$ cat src/rtl/padd_pkg.sv
// padd_pkg: shared constants, stage-count helper and per-stage control record for pipelined_adder
package padd_pkg;
    localparam int WIDTH_DEF = 64;
    localparam int SEG_DEF = 16;
    function automatic int nseg(input int width, input int seg);
        return width / seg;
    endfunction
    typedef struct packed {
        logic valid;
        logic carry;
        logic zero;
    } padd_stage_t;
endpackage

$ cat src/rtl/padd_stage.sv
// padd_stage: one SEG-bit segment add plus its stage register, holding while en is low
module padd_stage
    import padd_pkg::*;
#(
    parameter int WIDTH = WIDTH_DEF,
    parameter int SEG = SEG_DEF,
    parameter bit SAT = 1'b0
) (
    input  logic             clk,
    input  logic             rst,
    input  logic             en,
    input  padd_stage_t      prev,
    input  logic [WIDTH-1:0] prev_data,
    input  logic [WIDTH-1:0] prev_rem,
    output padd_stage_t      cur,
    output logic [WIDTH-1:0] data,
    output logic [WIDTH-1:0] rem,
    output logic             ovf
);
    logic [SEG:0] s;
    logic [WIDTH-1:0] data_raw, data_nx, rem_nx;
    logic ovf_nx, zero_raw, zero_nx;
    assign s = {1'b0, prev_data[SEG-1:0]} + {1'b0, prev_rem[SEG-1:0]} + {{SEG{1'b0}}, prev.carry};
    assign ovf_nx = (prev_data[SEG-1] == prev_rem[SEG-1]) && (s[SEG-1] != prev_data[SEG-1]);
    assign zero_raw = prev.zero && (s[SEG-1:0] == '0);
    // data rotates right: consumed A segments leave the bottom, sum segments enter the top
    if (WIDTH == SEG) begin : g_one
        assign data_raw = s[SEG-1:0];
        assign rem_nx = '0;
    end else begin : g_rot
        assign data_raw = {s[SEG-1:0], prev_data[WIDTH-1:SEG]};
        assign rem_nx = {{SEG{1'b0}}, prev_rem[WIDTH-1:SEG]};
    end
    if (SAT) begin : g_sat
        assign data_nx = ovf_nx ? {prev_data[SEG-1], {(WIDTH-1){~prev_data[SEG-1]}}} : data_raw;
        assign zero_nx = zero_raw && !ovf_nx;
    end else begin : g_wrap
        assign data_nx = data_raw;
        assign zero_nx = zero_raw;
    end
    always_ff @(posedge clk) begin
        if (rst) begin
            cur <= '0;
            data <= '0;
            rem <= '0;
            ovf <= 1'b0;
        end else if (en) begin
            cur <= '{valid: prev.valid, carry: s[SEG], zero: zero_nx};
            data <= data_nx;
            rem <= rem_nx;
            ovf <= ovf_nx;
        end
    end
endmodule

$ cat src/rtl/pipelined_adder.sv
// pipelined_adder: WIDTH-bit add/sub split into WIDTH/SEG registered segments with valid/ready flow.
// Define PADD_SAT_EN to saturate the result on signed overflow.
module pipelined_adder
    import padd_pkg::*;
#(
    parameter int WIDTH = WIDTH_DEF,
    parameter int SEG = SEG_DEF
) (
    input  logic             clk,
    input  logic             rst,
    input  logic             in_valid,
    output logic             in_ready,
    input  logic [WIDTH-1:0] a,
    input  logic [WIDTH-1:0] b,
    input  logic             cin,
    input  logic             sub,
    output logic             out_valid,
    input  logic             out_ready,
    output logic [WIDTH-1:0] out_sum,
    output logic             out_cout,
    output logic             out_ovf,
    output logic             out_zero
);
    localparam int NSEG = nseg(WIDTH, SEG);
`ifdef PADD_SAT_EN
    localparam bit SAT_EN = 1'b1;
`else
    localparam bit SAT_EN = 1'b0;
`endif
    padd_stage_t st [NSEG+1];
    logic [WIDTH-1:0] data [NSEG+1];
    logic [WIDTH-1:0] rem [NSEG+1];
    logic ovf [NSEG];
    logic en;
    assign en = ~(out_valid & ~out_ready);
    assign in_ready = en;
    assign st[0] = '{valid: in_valid, carry: sub ^ cin, zero: 1'b1};
    assign data[0] = a;
    assign rem[0] = sub ? ~b : b;
    for (genvar k = 0; k < NSEG; k++) begin : g_stage
        padd_stage #(.WIDTH(WIDTH), .SEG(SEG), .SAT(SAT_EN && (k == NSEG - 1))) u_stage (
            .clk(clk),
            .rst(rst),
            .en(en),
            .prev(st[k]),
            .prev_data(data[k]),
            .prev_rem(rem[k]),
            .cur(st[k+1]),
            .data(data[k+1]),
            .rem(rem[k+1]),
            .ovf(ovf[k])
        );
    end
    assign out_valid = st[NSEG].valid;
    assign out_sum = data[NSEG];
    assign out_cout = st[NSEG].carry;
    assign out_zero = st[NSEG].zero;
    assign out_ovf = ovf[NSEG-1];
endmodule

$ cat config.mk
export PLATFORM = sky130hd
export DESIGN_NAME = pipelined_adder
export DESIGN_NICKNAME = d
export VERILOG_FILES = /design/src/rtl/padd_pkg.sv /design/src/rtl/padd_stage.sv /design/src/rtl/pipelined_adder.sv
export SDC_FILE = /design/constraint.sdc
export NUM_CORES = 1
export LEC_CHECK = 0
export BUFFER_PORTS_ARGS = -buffer_cell sky130_fd_sc_hd__buf_2
export CAP_MARGIN = 20
export CORE_MARGIN = 1
export CORE_UTILIZATION = 55
export CTS_BUF_LIST = sky130_fd_sc_hd__clkbuf_16
export CTS_CLUSTER_DIAMETER = 40
export DETAILED_ROUTE_END_ITERATION = 12
export GPL_TIMING_DRIVEN = 0
export PLACE_DENSITY = 0.76
export SLEW_MARGIN = 40
export SYNTH_ARGS = -nofsm -noshare
export SYNTH_HDL_FRONTEND = slang
export SYNTH_SLANG_ARGS = --single-unit
export TNS_END_PERCENT = 5
$ cat constraint.sdc
create_clock -name clk -period 6.4 [get_ports clk]
set_clock_uncertainty 0.05 [all_clocks]
set_input_delay 0.32 -clock clk [delete_from_list [all_inputs] [get_ports clk]]
set_output_delay 0.32 -clock clk [all_outputs]
set_load 0.05 [all_outputs]
## After elaboration in Yosys (flattened, before gate mapping)

Index checks and enable logic that the tools add are counted.

- Flip-flop bits (word level): 365
- Word-level logic and storage cells: 44
- Input bits: 134
- Output and inout port bits: 69

- Bitwise operators: 5
- Muxes and demuxes: 1
- Reduce and logical (&&, ||, !) cells: 8
- $add $sub $neg: 8
- Eq/ne operators: 2

Operator list:

| kind | number |
|---|---|
| $add A16 B16 Y17 | 4 |
| $add A17 B1 Y17 | 4 |
| $logic_not A16 Y1 | 4 |
| $mux W64 | 1 |
| $not A64 Y64 | 1 |
| $logic_and A1 B1 Y1 | 4 |
| $not A1 Y1 | 2 |
| $and A1 B1 Y1 | 1 |
| $eq A1 B1 Y1 | 1 |
| $ne A1 B1 Y1 | 1 |
| $xor A1 B1 Y1 | 1 |

## Longest topological paths before layout

- Word-level depth: 5
- Gate-level depth with buffers: 13
- Mapped depth without buffers: 11

## Modules after synthesis

Synthesis repeated with hierarchy kept, for this count alone.

- Cells, all modules: 2060
- Area, all modules: 20489.7 um2

By module, submodules not included:

| module | area each (um2) | cells an instance | sequential area each (um2) | times used |
|---|---|---|---|---|
| padd_stage (g_stage[2].u_stage ...) | 5007.3 | 505 | 2322.2 | 2 |
| padd_stage (g_stage[0].u_stage ...) | 4888.4 | 488 | 2322.2 | 2 |
| pipelined_adder | 698.2 | 74 | 0.0 | 1 |

## Worst setup path before layout

Ideal clock, no wire load.

- Kind: input to register
- Start point: in sub
- End point: reg g_stage[0].u_stage.cur[0] in the netlist's numbering
- Stages on the path: 13
- Setup time: 0.087 ns
- Path slack: 2.224 ns
- Data required time: 6.263 ns
- Arrival time: 4.039 ns
- Buffers on the path: 2
- Path through: clkbuf_1 -> clkbuf_1 -> xnor2_1 -> fa_1 -> fa_1 -> nand2b_1 -> a21oi_1 -> o21bai_2 -> and2b_2 -> xnor2_1 -> or4_1 -> or4_1 -> o31ai_1

- Longest elaborated chain between the ends: 4
- Elaborated cells between the ends (all ways): 5
- Those cells by class: add/sub (2); mux (1); bitwise (1); reduce/logical (1)

Ends and longest elaborated chain:

| what | line | source |
|---|---|---|
| start, declared | pipelined_adder.sv:16 | `input logic sub,` |
| $mux W64 | pipelined_adder.sv:39 | `assign rem[0] = sub ? ~b : b;` |
| $add A16 B16 Y17 | padd_stage.sv:23 | `assign s = {1'b0, prev_data[SEG-1:0]} + {1'b0, prev_rem[SEG-1:0]} + {{SEG{1'b0}}, prev.carry};` |
| $add A17 B1 Y17 (*) | padd_stage.sv:23 |  |
| $logic_not A16 Y1 (*) | padd_stage.sv:25 | `assign zero_raw = prev.zero && (s[SEG-1:0] == '0);` |
| end signal, assigned | padd_stage.sv:48 | `cur <= '{valid: prev.valid, carry: s[SEG], zero: zero_nx};` |
| end, declared | padd_stage.sv:15 | `output padd_stage_t cur,` |

Every way passes the cells marked *; elsewhere a longest branch is shown, timed or not.
A chain may end at the register's enable or synchronous reset.

## Worst setup path in the final report

Same ends and word-level chain as after synthesis.

==> metrics.md <==
| Metric | Value |
|---|---|
| Wire length of the first global-routing pass | 72950 µm |
| Met3 WL post-DR | 3446 µm |
| Slew @ Worst Pin | 0.9569 ns |
| Initial DRC count | 1250 |
| Hold WC Path Type | in2reg |
| WL met1 | 21460 µm |
| Unrepaired setup endpoints after global routing | no |
| Nets | 2557 |
| Reg2reg start | g_stage[1].u_stage.data[0] |
| Area growth from synthesis to layout | 19.18% |
| Final setup violation count | 0 |
| Worst Min Path Start | a[18] |
| Static leakage | 8.340 nW |
| FILL cells | 2578 |
| Die X | 175.3 µm |
| CP max FO | 10 |
| CTS buffer count | 42 |
| Final hold violation count | 0 |
| Hold WS | 0.004529 ns |
| Max-cap viol count | 0 |
| Final TNS setup | 0 ns |
| Vias | 15040 |
| CP Capture Type | register |
| Worst Hold Depth | 3 |
| Overflow after GRT | 0 |
| Top post-synthesis cells by area | dfxtp_1 44%, nand2_1 13%, a21oi_1 10% |
| Buf+Inv Stages, Crit Path | 2 |
| Later-pin clock latency in the skew report | 0.55 ns |
| Cell Rows | 63 |
| DRC errors left | 0 |
| Clk sinks | 365 |
| Layout cells sized above 1 | 14.67% |
| Post-CTS Setup Bufs | 0 |
| R2R depth | 10 |
| CP top delay family | simple AND/OR/NAND/NOR gates |
| Top-level I/O count | 203 |
| Synthesized area | 16510 µm² |
| Top FF cell, synth | dfxtp_1 |
| Clk buf depth | 3 |
| Commonest non-fill, non-tap cell in the layout | nand2_1 |
| Detail Placement HPWL | 34360 µm |
| Synth top area share | 44.26% |
| GPL Wtd Cong | 0.9292 |
| Routed wire length per instance | 16.56 µm |
| Max_slew headroom | 36.21% |
| Initial antenna violation count | 1 |
| Data arrival time of the worst path | 4.54 ns |
| Max Used Layer | met4 |
| Area of the multi-input gates | 8135 µm² |
| Ys async rst share | 0% |
| Die Span Y | 175.3 µm |
| Via density | 5.419 |
| FF/Latch Area | 7307 µm² |
| Die area | 30710 µm² |
| H-Tree Level Count | 2 |
| Initial Util | 55.85% |
| Largest area contributor in the netlist | dfxtp_1 |
| Startpoint Class | input pin |
| Critical Path, Cell by Cell | clkbuf_2 -> clkbuf_1 -> xnor2_1 -> fa_1 -> fa_1 -> nand2b_1 -> a21oi_1 -> o31ai_2 -> xor2_1 -> nand4b_4 -> or4_1 -> or4_1 -> o31ai_1 |
| Yosys Warn Count | 0 |
| Flop2flop setup slack | 2.76 ns |
| Post-synth cell types | 62 |
| Period Utilization, post-route | 64.85% |
| Final slew viol count | 0 |
| Clk slew on worst S/H paths | 0.05 ns |
| Number of synthesized flops with an enable pin | 0 |
| GR Util All Layers | 29.79% |
| WL final | 45980 µm |
| VDD IR max | 181.7 µV |
| WS Path Type | in2reg |
| Fmax achieved | 240.9 MHz |
| DR pass1 iterations | 5 |
| Hold Buf Count CTS | 30 |
| Pwr per Cell Area | 288.3 nW/µm² |
| CTS tree | yes |
| Status | finished, final reports clean |
| N_diodes | 0 |
| Min Tclk post-route | 4.150 ns |
| Largest net degree at the start of global routing | 16 |
| PostCTS Resize Cnt | 0 |
| Core Region | 29560 µm² |
| Vias in the first global route | 14100 |
| Reg2reg end | g_stage[2].u_stage.cur[0] |
| Mapped Cells | 2079 |
| CTS root buf | clkbuf_16 |
| Antenna-violating nets left | 0 |
| Routed wl met2 | 20060 µm |
| Syn Nets | 2281 |
| Register area share after synthesis | 44.26% |
| Syn avg cell area | 7.941 µm² |
| Slowest cell on the critical path | clkbuf_1 |
| Hold Path End | g_stage[0].u_stage.data[2] |
| CP required | 6.79 ns |
| Worst stage delay on the critical path | 0.60 ns |
| Port Buffers | 201 |
| Synth Register Bits | 365 |
| Commonest non-fill, non-tap cells in the layout | 591 x nand2_1, 365 x dfxtp_1, 337 x a21oi_1 |
## per-layer routing
metal / up-vias / track usage [%]
li1: 7499 / -
met1: 6963 / 42.67
met2: 514 / 46.41
met3: 66 / 4.545
met4: 0 / 8.514
met5: - / 0
## synthesized netlist by cell type, drive strengths merged (10+ instances only)
library cell	number
o21bai	10
o21ai	25
a211oi	72
inv	18
xnor2	84
nand2	591
a21o	12
nor3	22
nand3	17
xor2	33
dfxtp	365
nor2	126
a21oi	337
ha	60
clkbuf	129
buf	70
## worst max path at each step
stage	from	end	slack, ns	depth (start not counted)
floorplan	sub	g_stage[0].u_stage.cur[0]	2.22	13
global placement	sub	g_stage[0].u_stage.cur[0]	1.46	13
detailed placement	sub	g_stage[0].u_stage.cur[0]	1.77	13
CTS	sub	g_stage[0].u_stage.cur[0]	2.29	13
global route	sub	g_stage[0].u_stage.cur[0]	2.10	13
finish	sub	g_stage[0].u_stage.cur[0]	2.25	13
## tightest hold or removal path: cells and delay by family
kind,cells,cell delay (ns)
buffers and inverters,1,0.11
AO/OA/AOI/OAI,1,0.05
AND/OR/NAND/NOR,1,0.05
## registers in the layout, summed over array words and instances, names as in the netlist
register,cells
g_stage.u_stage.cur,12
g_stage.u_stage.ovf,1
g_stage.u_stage.rem,96
g_stage.u_stage.data,256
## cell type report
type,count,area share [%]
Multi-Input combinational cell,1496,41.35
Tap cell,390,2.480
Inverter,19,0.3625
Buffer,199,5.087
Timing Repair Buffer,232,6.696
Sequential cell,365,37.14
Clock inverter,33,1.552
Clock buffer,42,5.341
## cells by family after synthesis
kind of cell / after synthesis / share of synthesized area, %
buffers and inverters: 218 / 6.464
and+or+nand+nor: 800 / 19.40
DFF: 365 / 44.26
AOI/OAI and AO/OA: 509 / 18.03
muxes: 2 / 0.1213
xor gates and xnor gates: 117 / 6.207
adders and majority gates: 68 / 5.517
## metrics by stage
| stage | util (%) | setup slack, ns | power, mW | cells | cell area [µm²] |
|---|---|---|---|---|---|
| 3_5_place_dp | 60.92 | 1.768 | 3.352 | 2670 | 18010 |
| 6_report | 66.57 | 2.250 | 5.672 | 2776 | 19680 |
| 3_3_place_gp | 60.91 | 1.464 | 3.332 | 2670 | 18000 |
| 4_1_cts | 66.53 | 2.294 | 5.664 | 2775 | 19670 |
| 5_1_grt | 66.57 | 2.098 | 5.890 | 2776 | 19680 |
| 2_1_floorplan | - | 2.224 | 3.104 | 2079 | 16510 |
## power breakdown
group	internal, mW	leakage [nW]	switching [mW]
Combinational	0.321	4.65	0.497
Clock	1.34	0.686	0.983
Sequential	2.43	3.00	0.0978
Total	4.09	8.34	1.58
Note: power is estimated with default switching activity, not from simulation.
